`src/rtl/dlx_pkg.sv`:
```
// Shared DLX pipeline types and widths.
package dlx_pkg;

   localparam int unsigned REG_W = 5;
   localparam int unsigned XLEN  = 32;

   // Encoding 2'b11 is not named and is treated as a word access.
   typedef enum logic [1:0] {
      SZ_BYTE = 2'b00,
      SZ_HALF = 2'b01,
      SZ_WORD = 2'b10
   } mem_size_t;

   typedef enum logic {
      IDLE      = 1'b0,
      WAIT_LOAD = 1'b1
   } wb_state_t;

endpackage

```
`src/rtl/wb_stage_if.sv`:
```
// Write-back stage bus: MEM-stage handshake, data-memory response and register-file write port.
interface wb_stage_if;
   import dlx_pkg::*;

   logic              mem_valid;
   logic              mem_ready;
   logic [REG_W-1:0]  mem_rd;
   logic [XLEN-1:0]   mem_result;
   logic              mem_is_load;
   logic [1:0]        mem_size;
   logic              mem_unsigned;
   logic              dmem_rvalid;
   logic [XLEN-1:0]   dmem_rdata;
   logic              WB;
   logic [REG_W-1:0]  Rd;
   logic [XLEN-1:0]   reg_s;
   logic              load_pending;
   logic [REG_W-1:0]  load_rd;
   logic              err_timeout;
   logic              err_misaligned;
   logic [XLEN-1:0]   retired;

   modport master (
      output mem_valid, mem_rd, mem_result, mem_is_load, mem_size, mem_unsigned,
             dmem_rvalid, dmem_rdata,
      input  mem_ready, WB, Rd, reg_s, load_pending, load_rd, err_timeout,
             err_misaligned, retired
   );

   modport slave (
      input  mem_valid, mem_rd, mem_result, mem_is_load, mem_size, mem_unsigned,
             dmem_rvalid, dmem_rdata,
      output mem_ready, WB, Rd, reg_s, load_pending, load_rd, err_timeout,
             err_misaligned, retired
   );

endinterface

```
`src/rtl/load_align.sv`:
```
// Load data formatter: picks the addressed byte/half out of a 32-bit word and extends it.
module load_align
   import dlx_pkg::*;
(
   input  logic [XLEN-1:0] i_rdata,
   input  logic [1:0]      i_off,
   input  logic [1:0]      i_size,
   input  logic            i_unsigned,
   output logic [XLEN-1:0] o_result
);

   logic [7:0]  w_byte;
   logic [15:0] w_half;

   always_comb begin
      w_byte = i_rdata[7:0];
      case (i_off)
         2'd0:    w_byte = i_rdata[7:0];
         2'd1:    w_byte = i_rdata[15:8];
         2'd2:    w_byte = i_rdata[23:16];
         default: w_byte = i_rdata[31:24];
      endcase
      // Only off[1] matters for halves; off[0] is flagged elsewhere as misaligned.
      w_half = i_off[1] ? i_rdata[31:16] : i_rdata[15:0];
   end

   always_comb begin
      o_result = i_rdata;
      case (i_size)
         SZ_BYTE: o_result = {{24{~i_unsigned & w_byte[7]}}, w_byte};
         SZ_HALF: o_result = {{16{~i_unsigned & w_half[15]}}, w_half};
         default: o_result = i_rdata;
      endcase
   end

endmodule

```
`src/rtl/wb_stage.sv`:
```
// DLX write-back stage: retires ALU results immediately and loads after the memory response.
module wb_stage
   import dlx_pkg::*;
#(
   parameter int unsigned TIMEOUT = 16
) (
   input  logic       clk,
   input  logic       reset,
   wb_stage_if.slave  bus
);

   localparam logic [7:0] LIMIT = 8'(TIMEOUT - 1);

   wb_state_t         r_state;
   logic [REG_W-1:0]  r_ld_rd;
   logic [1:0]        r_ld_size;
   logic [1:0]        r_ld_off;
   logic              r_ld_uns;
   logic [7:0]        r_cnt;
   logic              r_wb;
   logic [REG_W-1:0]  r_rd;
   logic [XLEN-1:0]   r_reg_s;
   logic              r_err_to;
   logic              r_err_mis;
   logic [XLEN-1:0]   r_retired;
   logic [XLEN-1:0]   w_ld_data;

   load_align u_load_align (
      .i_rdata    (bus.dmem_rdata),
      .i_off      (r_ld_off),
      .i_size     (r_ld_size),
      .i_unsigned (r_ld_uns),
      .o_result   (w_ld_data)
   );

   always_ff @(posedge clk) begin
      if (reset) begin
         r_state   <= IDLE;
         r_ld_rd   <= '0;
         r_ld_size <= '0;
         r_ld_off  <= '0;
         r_ld_uns  <= 1'b0;
         r_cnt     <= '0;
         r_wb      <= 1'b0;
         r_rd      <= '0;
         r_reg_s   <= '0;
         r_err_to  <= 1'b0;
         r_err_mis <= 1'b0;
         r_retired <= '0;
      end else begin
         r_wb <= 1'b0;
         case (r_state)
            IDLE: begin
               if (bus.mem_valid) begin
                  if (bus.mem_is_load) begin
                     r_ld_rd   <= bus.mem_rd;
                     r_ld_size <= bus.mem_size;
                     r_ld_off  <= bus.mem_result[1:0];
                     r_ld_uns  <= bus.mem_unsigned;
                     r_cnt     <= '0;
                     r_state   <= WAIT_LOAD;
                     if (bus.mem_size == SZ_HALF && bus.mem_result[0]) begin
                        r_err_mis <= 1'b1;
                     end
                  end else begin
                     r_wb      <= |bus.mem_rd;
                     r_rd      <= bus.mem_rd;
                     r_reg_s   <= bus.mem_result;
                     r_retired <= r_retired + XLEN'(|bus.mem_rd);
                  end
               end
            end
            WAIT_LOAD: begin
               // A response on the limit cycle takes priority over the abort.
               if (bus.dmem_rvalid) begin
                  r_wb      <= |r_ld_rd;
                  r_rd      <= r_ld_rd;
                  r_reg_s   <= w_ld_data;
                  r_retired <= r_retired + XLEN'(|r_ld_rd);
                  r_ld_rd   <= '0;
                  r_state   <= IDLE;
               end else if (r_cnt == LIMIT) begin
                  r_err_to <= 1'b1;
                  r_ld_rd  <= '0;
                  r_state  <= IDLE;
               end else begin
                  r_cnt <= r_cnt + 8'd1;
               end
            end
            default: r_state <= IDLE;
         endcase
      end
   end

   assign bus.mem_ready      = (r_state == IDLE);
   assign bus.load_pending   = (r_state == WAIT_LOAD);
   assign bus.load_rd        = r_ld_rd;
   assign bus.WB             = r_wb;
   assign bus.Rd             = r_rd;
   assign bus.reg_s          = r_reg_s;
   assign bus.err_timeout    = r_err_to;
   assign bus.err_misaligned = r_err_mis;
   assign bus.retired        = r_retired;

endmodule

```
`src/flat_wrapper.sv`:
```
// flat-port wrapper written by rule: the top's interface ports become plain ports
module wb_stage_flat import dlx_pkg::*;
#(
   parameter int unsigned TIMEOUT = 16
)
  (clk, reset, bus_mem_valid, bus_mem_rd, bus_mem_result, bus_mem_is_load, bus_mem_size, bus_mem_unsigned, bus_dmem_rvalid, bus_dmem_rdata, bus_mem_ready, bus_WB, bus_Rd, bus_reg_s, bus_load_pending, bus_load_rd, bus_err_timeout, bus_err_misaligned, bus_retired);
  wb_stage_if bus_i ();
  input  logic clk;
  input  logic reset;
  input wire logic [$bits(bus_i.mem_valid)-1:0] bus_mem_valid;
  input wire logic [$bits(bus_i.mem_rd)-1:0] bus_mem_rd;
  input wire logic [$bits(bus_i.mem_result)-1:0] bus_mem_result;
  input wire logic [$bits(bus_i.mem_is_load)-1:0] bus_mem_is_load;
  input wire logic [$bits(bus_i.mem_size)-1:0] bus_mem_size;
  input wire logic [$bits(bus_i.mem_unsigned)-1:0] bus_mem_unsigned;
  input wire logic [$bits(bus_i.dmem_rvalid)-1:0] bus_dmem_rvalid;
  input wire logic [$bits(bus_i.dmem_rdata)-1:0] bus_dmem_rdata;
  output wire logic [$bits(bus_i.mem_ready)-1:0] bus_mem_ready;
  output wire logic [$bits(bus_i.WB)-1:0] bus_WB;
  output wire logic [$bits(bus_i.Rd)-1:0] bus_Rd;
  output wire logic [$bits(bus_i.reg_s)-1:0] bus_reg_s;
  output wire logic [$bits(bus_i.load_pending)-1:0] bus_load_pending;
  output wire logic [$bits(bus_i.load_rd)-1:0] bus_load_rd;
  output wire logic [$bits(bus_i.err_timeout)-1:0] bus_err_timeout;
  output wire logic [$bits(bus_i.err_misaligned)-1:0] bus_err_misaligned;
  output wire logic [$bits(bus_i.retired)-1:0] bus_retired;
  assign bus_i.mem_valid = bus_mem_valid;
  assign bus_i.mem_rd = bus_mem_rd;
  assign bus_i.mem_result = bus_mem_result;
  assign bus_i.mem_is_load = bus_mem_is_load;
  assign bus_i.mem_size = bus_mem_size;
  assign bus_i.mem_unsigned = bus_mem_unsigned;
  assign bus_i.dmem_rvalid = bus_dmem_rvalid;
  assign bus_i.dmem_rdata = bus_dmem_rdata;
  assign bus_mem_ready = bus_i.mem_ready;
  assign bus_WB = bus_i.WB;
  assign bus_Rd = bus_i.Rd;
  assign bus_reg_s = bus_i.reg_s;
  assign bus_load_pending = bus_i.load_pending;
  assign bus_load_rd = bus_i.load_rd;
  assign bus_err_timeout = bus_i.err_timeout;
  assign bus_err_misaligned = bus_i.err_misaligned;
  assign bus_retired = bus_i.retired;
  wb_stage #(.TIMEOUT(TIMEOUT)) u_core (.clk(clk), .reset(reset), .bus(bus_i));
endmodule
```
`config.mk`:
```
export PLATFORM = sky130hd
export DESIGN_NAME = wb_stage_flat
export DESIGN_NICKNAME = d
export VERILOG_FILES = /design/src/rtl/dlx_pkg.sv /design/src/rtl/wb_stage_if.sv /design/src/rtl/load_align.sv /design/src/rtl/wb_stage.sv /design/src/flat_wrapper.sv
export SDC_FILE = /design/constraint.sdc
export NUM_CORES = 1
export LEC_CHECK = 0
export CORE_MARGIN = 4
export CORE_UTILIZATION = 44
export CTS_BUF_LIST = sky130_fd_sc_hd__clkbuf_8
export CTS_CLUSTER_DIAMETER = 30
export DETAILED_ROUTE_END_ITERATION = 12
export PLACE_DENSITY = 0.88
export SLEW_MARGIN = 15
export SYNTH_ARGS = -nofsm -noshare
export SYNTH_HDL_FRONTEND = slang
export SYNTH_HIERARCHICAL = 1
export SYNTH_SLANG_ARGS = --single-unit
```
`constraint.sdc`:
```
create_clock -name clk -period 2.89 [get_ports clk]
set_clock_uncertainty 0.2 [all_clocks]
set_input_delay 0.578 -clock clk [delete_from_list [all_inputs] [get_ports clk]]
set_output_delay 0.578 -clock clk [all_outputs]
set_load 0.05 [all_outputs]
```
Word level (Yosys, flattened, before mapping)
Cells that the tools add are included.
{ "totals": {"reg_bits": 91, "output_inout_bits": 79, "wordCells": 77} }
{ "op_classes": {"addsub": 3, "n_eq_ne": 12, "n_mux": 34, "bitwise": 5, "n_reduce_logical": 11} }
{ "op_table": {"columns": ["op", "n"], "rows": [
  ["2-to-1 mux 32 bit", 6],
  ["case mux 32 bit (2 select lines)", 3],
  ["adder 32 x 1 -> 32 bit", 2],
  ["2-to-1 mux 5 bit", 7],
  ["2-to-1 mux 8 bit", 4],
  ["case mux 8 bit (3 select lines)", 1],
  ["case mux 5 bit (2 select lines)", 2],
  ["2-to-1 mux 16 bit", 1],
  ["case mux 8 bit (2 select lines)", 1],
  ["inequality test 2 bit, second input constant", 6],
  ["AND reduction 3 bit", 4],
  ["OR reduction 5 bit", 2],
  ["adder 8 x 1 -> 8 bit, second input constant", 1],
  ["== test 8 x 4 -> 1 bit, second input constant", 1],
  ["AND reduction 4 bit", 2],
  ["2-to-1 mux 1 bit", 7],
  ["== test 2 x 1 -> 1 bit, second input constant", 3],
  ["logical NOT 2 bit", 2],
  ["case mux 1 bit (2 select lines)", 2],
  ["inequality test 3 bit, second input constant", 1],
  ["inverter 1 bit", 3],
  ["AND 1 bit", 2],
  ["== test 2 bit, second input constant", 1],
  ["logical AND 1 bit", 1]
]} }

Logic depth before layout (Yosys ltp)
Gate-level depths: netlist (run 1).
{ "logic_depth": {"word_depth": 6, "mapped_depth": 10, "depth_no_buf": 9} }

Modules after synthesis
Netlist (run 1), hierarchy kept.
{ "by_module_without_submodules": {"columns": ["module", "n_inst", "cells_each", "area_each_um2", "seq_area_each_um2"], "rows": [
  ["wb_stage", 1, 478, 4224.1, 1821.7],
  ["load_align", 1, 115, 845.8, 0.0]
]} }

Least setup slack after synthesis (run 1)
No wires, ideal clock.
{ "synth_path": {"path_kind": "reg2reg", "startpoint": "register u_core.r_state (netlist: u_core/bus.load_pending)", "endpoint": "register u_core.r_retired[23] (netlist: u_core/bus.retired[23])", "setup_time_ns": 0.121, "arrival_ns": 2.920, "required_ns": 2.569, "slack_ns": -0.351, "stages_incl_launch_ff": 11, "n_path_buf": 3, "period_less_slack_ns": 3.241, "cell_sequence": "dfxtp_1 clkbuf_1 clkbuf_1 nor3_1 nor2_1 ha_1 and3_1 o21ai_0 buf_2 nor4_1 mux2_2"} }
{ "synth_via": {"elab_chain_len": 3} }
{ "synth_rtl": {"columns": ["item", "line", "rtl"], "rows": [
  ["start: declaration", "wb_stage.sv:14", "wb_state_t r_state;"],
  ["start signal: assignment", "wb_stage.sv:38", "r_state <= IDLE;"],
  ["start signal: assignment", "wb_stage.sv:61", "r_state <= WAIT_LOAD;"],
  ["start signal: assignment", "wb_stage.sv:81", "r_state <= IDLE;"],
  ["inverter 1 bit (no source line)", null, null],
  ["inequality test 2 bit (no source line)", null, null],
  ["AND reduction 3 bit (no source line)", null, null],
  ["end signal: assignment", "wb_stage.sv:69", "r_retired <= r_retired + XLEN'(|bus.mem_rd);"],
  ["end signal: assignment", "wb_stage.sv:79", "r_retired <= r_retired + XLEN'(|r_ld_rd);"],
  ["end: declaration", "wb_stage.sv:25", "logic [XLEN-1:0] r_retired;"]
]} }
Parallel ways exist; a longest one is shown, timed or not.
A chain may end at the register's enable or synchronous reset.

Final worst setup path (run 1)
{ "layout_path": {"startpoint": "input port bus_mem_rd[3]", "endpoint": "register u_core.r_retired[16] (netlist: u_core/bus.retired[16])"} }
{ "layout_via": {"elab_chain_len": 5} }
{ "layout_rtl": {"columns": ["item", "line", "rtl"], "rows": [
  ["start: declaration", "flat_wrapper.sv:11", "input wire logic [$bits(bus_i.mem_rd)-1:0] bus_mem_rd;"],
  ["OR reduction 5 bit", "wb_stage.sv:69", null],
  ["adder 32 x 1 -> 32 bit", "wb_stage.sv:69", null],
  ["2-to-1 mux 32 bit", "wb_stage.sv:55", "if (bus.mem_is_load) begin"],
  ["2-to-1 mux 32 bit", "wb_stage.sv:54", "if (bus.mem_valid) begin"],
  ["case mux 32 bit (2 select lines)", "wb_stage.sv:52", "case (r_state)"]
]} }
No other way between the ends. The select of a mux whose other input is x is not followed.

==> results.yml, run 1 <==
run_status:
  status: "complete, no violations"
worst_setup_path:
  worst_ep_arrival_ps: 2960
  reg_to_reg_critical_path_startpoint: "u_core/bus.load_rd[2]"
  worstSetupEndpointType: "register"
  timing.critical_path.required_ps: 2990
  startpoint_type: "input port"
  critPathKind: "input port to register"
  critical_path.max_fanout: 4
  cp_startpoint: "bus_mem_rd[3]"
final_layout:
  n_antenna_cell: 0
  mostFrequentLayoutCell: "clkdlybuf4s50_1"
  finalNetCount: 818
  layout_common_cells: "152 x clkdlybuf4s50_1, 90 x dfxtp_1, 66 x nor2_1, 61 x nand2_1, 52 x mux2i_1"
  post_route_cells_drive_above_1_share_pct: 12.0
  area_growth_pct: 39.0
  postLayoutCoreUtil_pct: 63.6
power_and_ir_drop:
  peakVddDrop_mv: 0.246
  switching_share_pct: 31.4
  power.share.combinational_pct: 27.3
  pwr_density_cell_nw_per_um2: 429
  power.total_mw: 3.02
  internal_power_mw: 2.07
  clkPwrFrac_pct: 28.0
  netSwitchingPower_mw: 0.949
  pwr-share-seq_pct: 44.7
  power_leakage_nw: 2.43
yosys:
  ys_seq_area_share_pct: 35.9
  postSynthNetCount: 673
  syn-mean-instance-area_um2: 8.55
  synth_edf_count: 0
  synth.ff_latch_count: 91
  post_synth_inst_count: 593
  synth_async_sr_flop_share_pct: 0
  synth-warning-count: 6
  postSynth.topFlopCell: "dfxtp_1"
  synth_area_um2: 5070
  synth_cell_types: 58
timing:
  worst_slew_pin_slew_ps: 733
  final_max_slew_viol_count: 0
  setup_violations: 0
  tns_ps: 0
  final-hold-violation-count: 0
  achievable-frequency_mhz: 349
  period_share_pct: 99.2
  maxSlewHeadroom_pct: 51.2
  unrepaired_setup_endpoints_after_global_routing: "yes"
  finalWorstPathRequiredPeriod_ps: 2870
grt:
  grt_start_max_net_pins: 60
  global_route_wire_length_before_repair_mm: 25.2
  first_global_vias: 5164
  gr-total-overflow: 0
  tot_gr_track_use_pct: 23.4
  grt_antenna_before_repair: 0
cts:
  ctsHtreeMaxLevel: 3
  cts.sink_count: 91
  post_cts_hold_buffer_count: 0
  cts_root_buffer: "clkbuf_8"
  tritoncts.num_buffers: 9
  cts_tree: "yes"
  post-cts-setup-buffer-count: 0
  worstSkewPairLatency_ps: 360
  cts_buffer_depth: 2
  worst_setup_hold_path_clk_slew_ps: 90
placement:
  port_buffers: 155
  gp_congestion: 0.904
  place_hpwl_mm: 11.8
route:
  post_drt_wl_per_cell_um: 18.1
  drt.antenna.violating_nets: 0
  vias: 5199
  wirelength_mm: 16.0
  dr.pass1.iters: 5
  drtIter0Drc: 570
  detail_route.drc_violations: 0
  vias_per_cell: 5.90
worst_hold_path:
  hold_start: "u_core/r_ld_uns"
  min-delay-path-class: "register to register"
floorplan:
  die_height_um: 115
  pin_count: 156
  placeableCoreArea_um2: 11100
  initial_standard_cell_utilization_of_the_core_pct: 45.8
  die_width_um: 115
  die-area_um2: 13300
  rows: 38
run:
  maxCapViolCount: 0
-- layer usage --
layer	up-vias	track usage (%)	share of wire (%)
met5	-	0	0
met4	0	10.3	2.8
met3	36	4.00	6.1
met2	228	39.4	50
met1	2459	29.5	42
li1	2476	-	-
-- per-stage QoR --
| step | hold slack, ps | cells | worst slack (ps) | cell area, um^2 |
|---|---|---|---|---|
| floorplan | 231 | 593 | 13.8 | 5070 |
| global placement | 241 | 867 | -375 | 6830 |
| detailed placement | 246 | 867 | -417 | 6830 |
| CTS | 258 | 881 | 13.8 | 7030 |
| global route | 284 | 881 | -32.2 | 7050 |
| finish | 256 | 881 | 23.4 | 7050 |
-- cell families after synthesis --
kind of cell	Yosys count	synth area share (%)
compound gates	137	20.7
xor+xnor	6	1.04
fa+ha+maj	3	0.740
buf+inv	56	4.94
flops	91	35.9
mux	71	14.5
simple gates	229	22.1
-- synth_stat cells (7+ instances only) --
library cell | number | area (um^2)
o22a_1 | 7 | 61.3
o211ai_2 | 10 | 125
mux2_2 | 19 | 214
nand2_1 | 62 | 233
a22oi_1 | 9 | 67.6
clkbuf_1 | 26 | 97.6
or4_1 | 10 | 75.1
nand4_1 | 7 | 43.8
dfxtp_1 | 91 | 1820
o211ai_1 | 9 | 67.6
a211oi_1 | 39 | 293
o221ai_1 | 8 | 70.1
buf_2 | 8 | 40.0
nor2_1 | 66 | 248
mux2i_1 | 52 | 521
nand3_1 | 11 | 55.1
nor2b_1 | 24 | 150
a21oi_1 | 24 | 120
nor3_1 | 15 | 75.1
buf_1 | 10 | 37.5
-- path summary, 6_finish.rpt --
path	cells after the start	endpoint	slack, ps
max	11	u_core/bus.retired[16]	20
min	2	u_core/r_ld_uns	260
max reg2reg	10	u_core/bus.retired[16]	260
min reg2reg	2	u_core/r_ld_uns	260
-- critical path, stage by stage --
cell and delay, ps:
clkdlybuf4s50_1 420, or4_4 560, nor3_4 120, nor2_1 60, ha_2 180, ha_1 190, and2_4 170, buf_4 140
nor3b_2 170, a41o_1 250, a21oi_2 120
-- state kept, by name, indices dropped and copies added, names as in the netlist, 2 cells and up --
register            count
u_core/bus.Rd           5
u_core/r_ld_size        2
u_core/r_ld_off         2
u_core/bus.load_rd      5
u_core/bus.reg_s       32
u_core/bus.retired     32
u_core/r_cnt            8
-- repair_timing --
action,4_1_cts,5_1_grt
resized for setup,3,5
endpoints found under the setup margin,6,6
cloned,0,0
pin swaps,0,1
-- power by group through the flow --
stage	registers (mW)	logic, mW	clock network, mW
2_1_floorplan	1.55	0.319	0
3_3_place_gp	1.38	0.796	0
3_5_place_dp	1.38	0.815	0
4_1_cts	1.35	0.817	0.860
5_1_grt	1.36	0.876	0.917
6_report	1.35	0.825	0.845
-- area by class of cell --
| cell class | instances | area (um^2) |
|---|---|---|
| multi-input combinational | 446 | 3040 |
| clock buffer | 10 | 138 |
| fill | 930 | 4030 |
| tap | 140 | 175 |
| timing repair buffer | 183 | 1800 |
| sequential | 91 | 1820 |
| clock inverter | 4 | 43.8 |
| inverter | 7 | 26.3 |
Note: power is estimated with default switching activity, not from simulation.
==> run 2: changes to the inputs <==
--- a/config.mk
+++ b/config.mk
@@ -5,10 +5,9 @@
 export SDC_FILE = /design/constraint.sdc
 export NUM_CORES = 1
 export LEC_CHECK = 0
-export CORE_MARGIN = 4
 export CORE_UTILIZATION = 44
 export CTS_BUF_LIST = sky130_fd_sc_hd__clkbuf_8
-export CTS_CLUSTER_DIAMETER = 30
+export CTS_CLUSTER_DIAMETER = 50
 export DETAILED_ROUTE_END_ITERATION = 12
 export PLACE_DENSITY = 0.88
 export SLEW_MARGIN = 15
==> run 2 against run 1 <==
  * Clock power up 16%
  * Count of clock-buffer cells in the layout is 1 higher
  * First-iteration DRC count shrank 18%
  * Highest routed layer unchanged
  * Critical endpoint unchanged
  * Critical path depth stayed put
  * Combinational power decreased by 0.7%
==> results.yml, run 2 (synthesis results as in run 1) <==
worst_setup_path:
  cp_cell_instances: "clkdlybuf4s50_1 -> or4_4 -> nor3_4 -> nor2_1 -> ha_2 -> ha_2 -> and2_4 -> buf_4 -> nor3b_2 -> a41o_1 -> a21oi_1"
  startpoint_type: "input port"
  worstSetupEndpointType: "register"
  critPathKind: "input port to register"
  reg_to_reg_endpoint: "u_core/bus.retired[16]"
  critical_path.max_fanout: 4
  cp_startpoint: "bus_mem_rd[4]"
  regToRegSetupSlack_ps: 300
  critical_path.most_common_cell: "ha_2"
  worst_ep_arrival_ps: 2880
  reg_to_reg_critical_path_startpoint: "u_core/bus.load_rd[2]"
  worst_r2r_path_depth: 10
  slowest_stage: "or4_4"
  timing.critical_path.required_ps: 2980
  timing.critical_path.slowest_cell_delay_ps: 460
run_status:
  status: "complete, no violations"
power_and_ir_drop:
  netSwitchingPower_mw: 0.962
  clkPwrFrac_pct: 31.2
  power_leakage_nw: 2.45
  internal_power_mw: 2.19
  pwr_density_cell_nw_per_um2: 447
  switching_share_pct: 30.6
  pwr-share-seq_pct: 42.8
  power.share.combinational_pct: 26.0
  peakVddDrop_mv: 0.285
floorplan:
  die-area_um2: 12000
  die_height_um: 109
  die_width_um: 109
  pin_count: 156
  initial_standard_cell_utilization_of_the_core_pct: 46.0
  placeableCoreArea_um2: 11000
  rows: 38
timing:
  whs_ps: 266
  tns_ps: 0
  final_max_slew_viol_count: 0
  period_share_pct: 96.5
  worst_slew_pin_slew_ps: 803
  unrepaired_setup_endpoints_after_global_routing: "no"
  setup_violations: 0
  maxSlewHeadroom_pct: 46.5
  layout_setup_ws_ps: 101
  final-hold-violation-count: 0
  finalWorstPathRequiredPeriod_ps: 2790
  achievable-frequency_mhz: 359
final_layout:
  n_antenna_cell: 0
  mostFrequentLayoutCell: "clkdlybuf4s50_1"
  stdcell_area_um2: 7050
  layout_common_cells: "149 x clkdlybuf4s50_1, 90 x dfxtp_1, 66 x nor2_1, 61 x nand2_1, 52 x mux2i_1"
  post_route_cells_drive_above_1_share_pct: 11.8
  finalNetCount: 813
  area_growth_pct: 39.0
grt:
  gr-total-overflow: 0
  grt_start_max_net_pins: 77
  grt_antenna_before_repair: 0
  first_global_vias: 4784
  global_route_wire_length_before_repair_mm: 23.6
  tot_gr_track_use_pct: 25.2
run:
  maxCapViolCount: 0
route:
  vias: 5159
  post_drt_wl_per_cell_um: 17.5
  drtIter0Drc: 465
  wirelength_mm: 15.4
  detail_route.drc_violations: 0
  vias_per_cell: 5.88
  dr.pass1.iters: 5
  drt.antenna.violating_nets: 0
cts:
  cts_buffer_depth: 2
  ctsHtreeMaxLevel: 3
  cts_root_buffer: "clkbuf_8"
  tritoncts.num_buffers: 9
  worst_setup_hold_path_clk_slew_ps: 90
  cts.sink_count: 91
  worstSkewPairLatency_ps: 360
  cts_tree: "yes"
worst_hold_path:
  timing.hold.worst_endpoint: "u_core/r_ld_uns"
  hold_start: "u_core/r_ld_uns"
  hold-path-cell-count: 2
  min-delay-path-class: "register to register"
placement:
  gp_congestion: 0.941
  post_dp_cell_area_um2: 6780
  port_buffers: 155
  place_hpwl_mm: 11.0
  place_ws_ps: -446
run 2: power groups by stage:
| stage | combinational [mW] | sequential (mW) | clock [mW] |
|---|---|---|---|
| 2_1_floorplan | 0.319 | 1.55 | 0 |
| 3_3_place_gp | 0.790 | 1.37 | 0 |
| 3_5_place_dp | 0.806 | 1.38 | 0 |
| 4_1_cts | 0.811 | 1.35 | 1.00 |
| 5_1_grt | 0.869 | 1.35 | 1.07 |
| 6_report | 0.819 | 1.35 | 0.982 |
run 2: metrics by stage:
step / instances / total power, mW / utilization (%)
2_1_floorplan: 593 / 1.87 / -
3_3_place_gp: 862 / 2.16 / 61.5
3_5_place_dp: 862 / 2.18 / 61.5
4_1_cts: 878 / 3.16 / 63.6
5_1_grt: 878 / 3.29 / 63.9
6_report: 878 / 3.15 / 63.9
run 2: metal layers:
| metal | vias up | track usage (%) | wire (um) |
|---|---|---|---|
| met2 | 237 | 41.1 | 7460 |
| li1 | 2466 | - | - |
| met5 | - | 0 | 0 |
| met1 | 2421 | 33.1 | 6520 |
| met4 | 0 | 11.0 | 402 |
| met3 | 35 | 3.97 | 973 |
run 2: area by class of cell:
type | instances | area [um^2]
Fill cell | 888 | 3980
Tap cell | 140 | 175
Inverter | 7 | 26.3
Multi-Input combinational cell | 446 | 3030
Sequential cell | 91 | 1820
Clock inverter | 5 | 75.1
Clock buffer | 11 | 151
Timing Repair Buffer | 178 | 1760
run 2: worst max path at each step:
stage | to
CTS | u_core/bus.retired[16]
floorplan | u_core/bus.retired[23]
detailed placement | u_core/bus.retired[26]
global placement | u_core/bus.retired[22]
global route | u_core/bus.retired[16]
finish | u_core/bus.retired[16]
run 2: critical path, delay by kind of cell:
family,cells,cell delay [ps]
simple gates,5,1020
buf+inv,2,570
fa+ha+maj,2,360
compound gates,2,340
run 2: what timing repair did:
action                                  4_1_cts  5_1_grt
setup buffers                                 0        0
hold buffers                                  0        0
pin swaps                                     0        2
cloned                                        0        0
gates resized for setup                       3        8
endpoints found under the setup margin        6       11
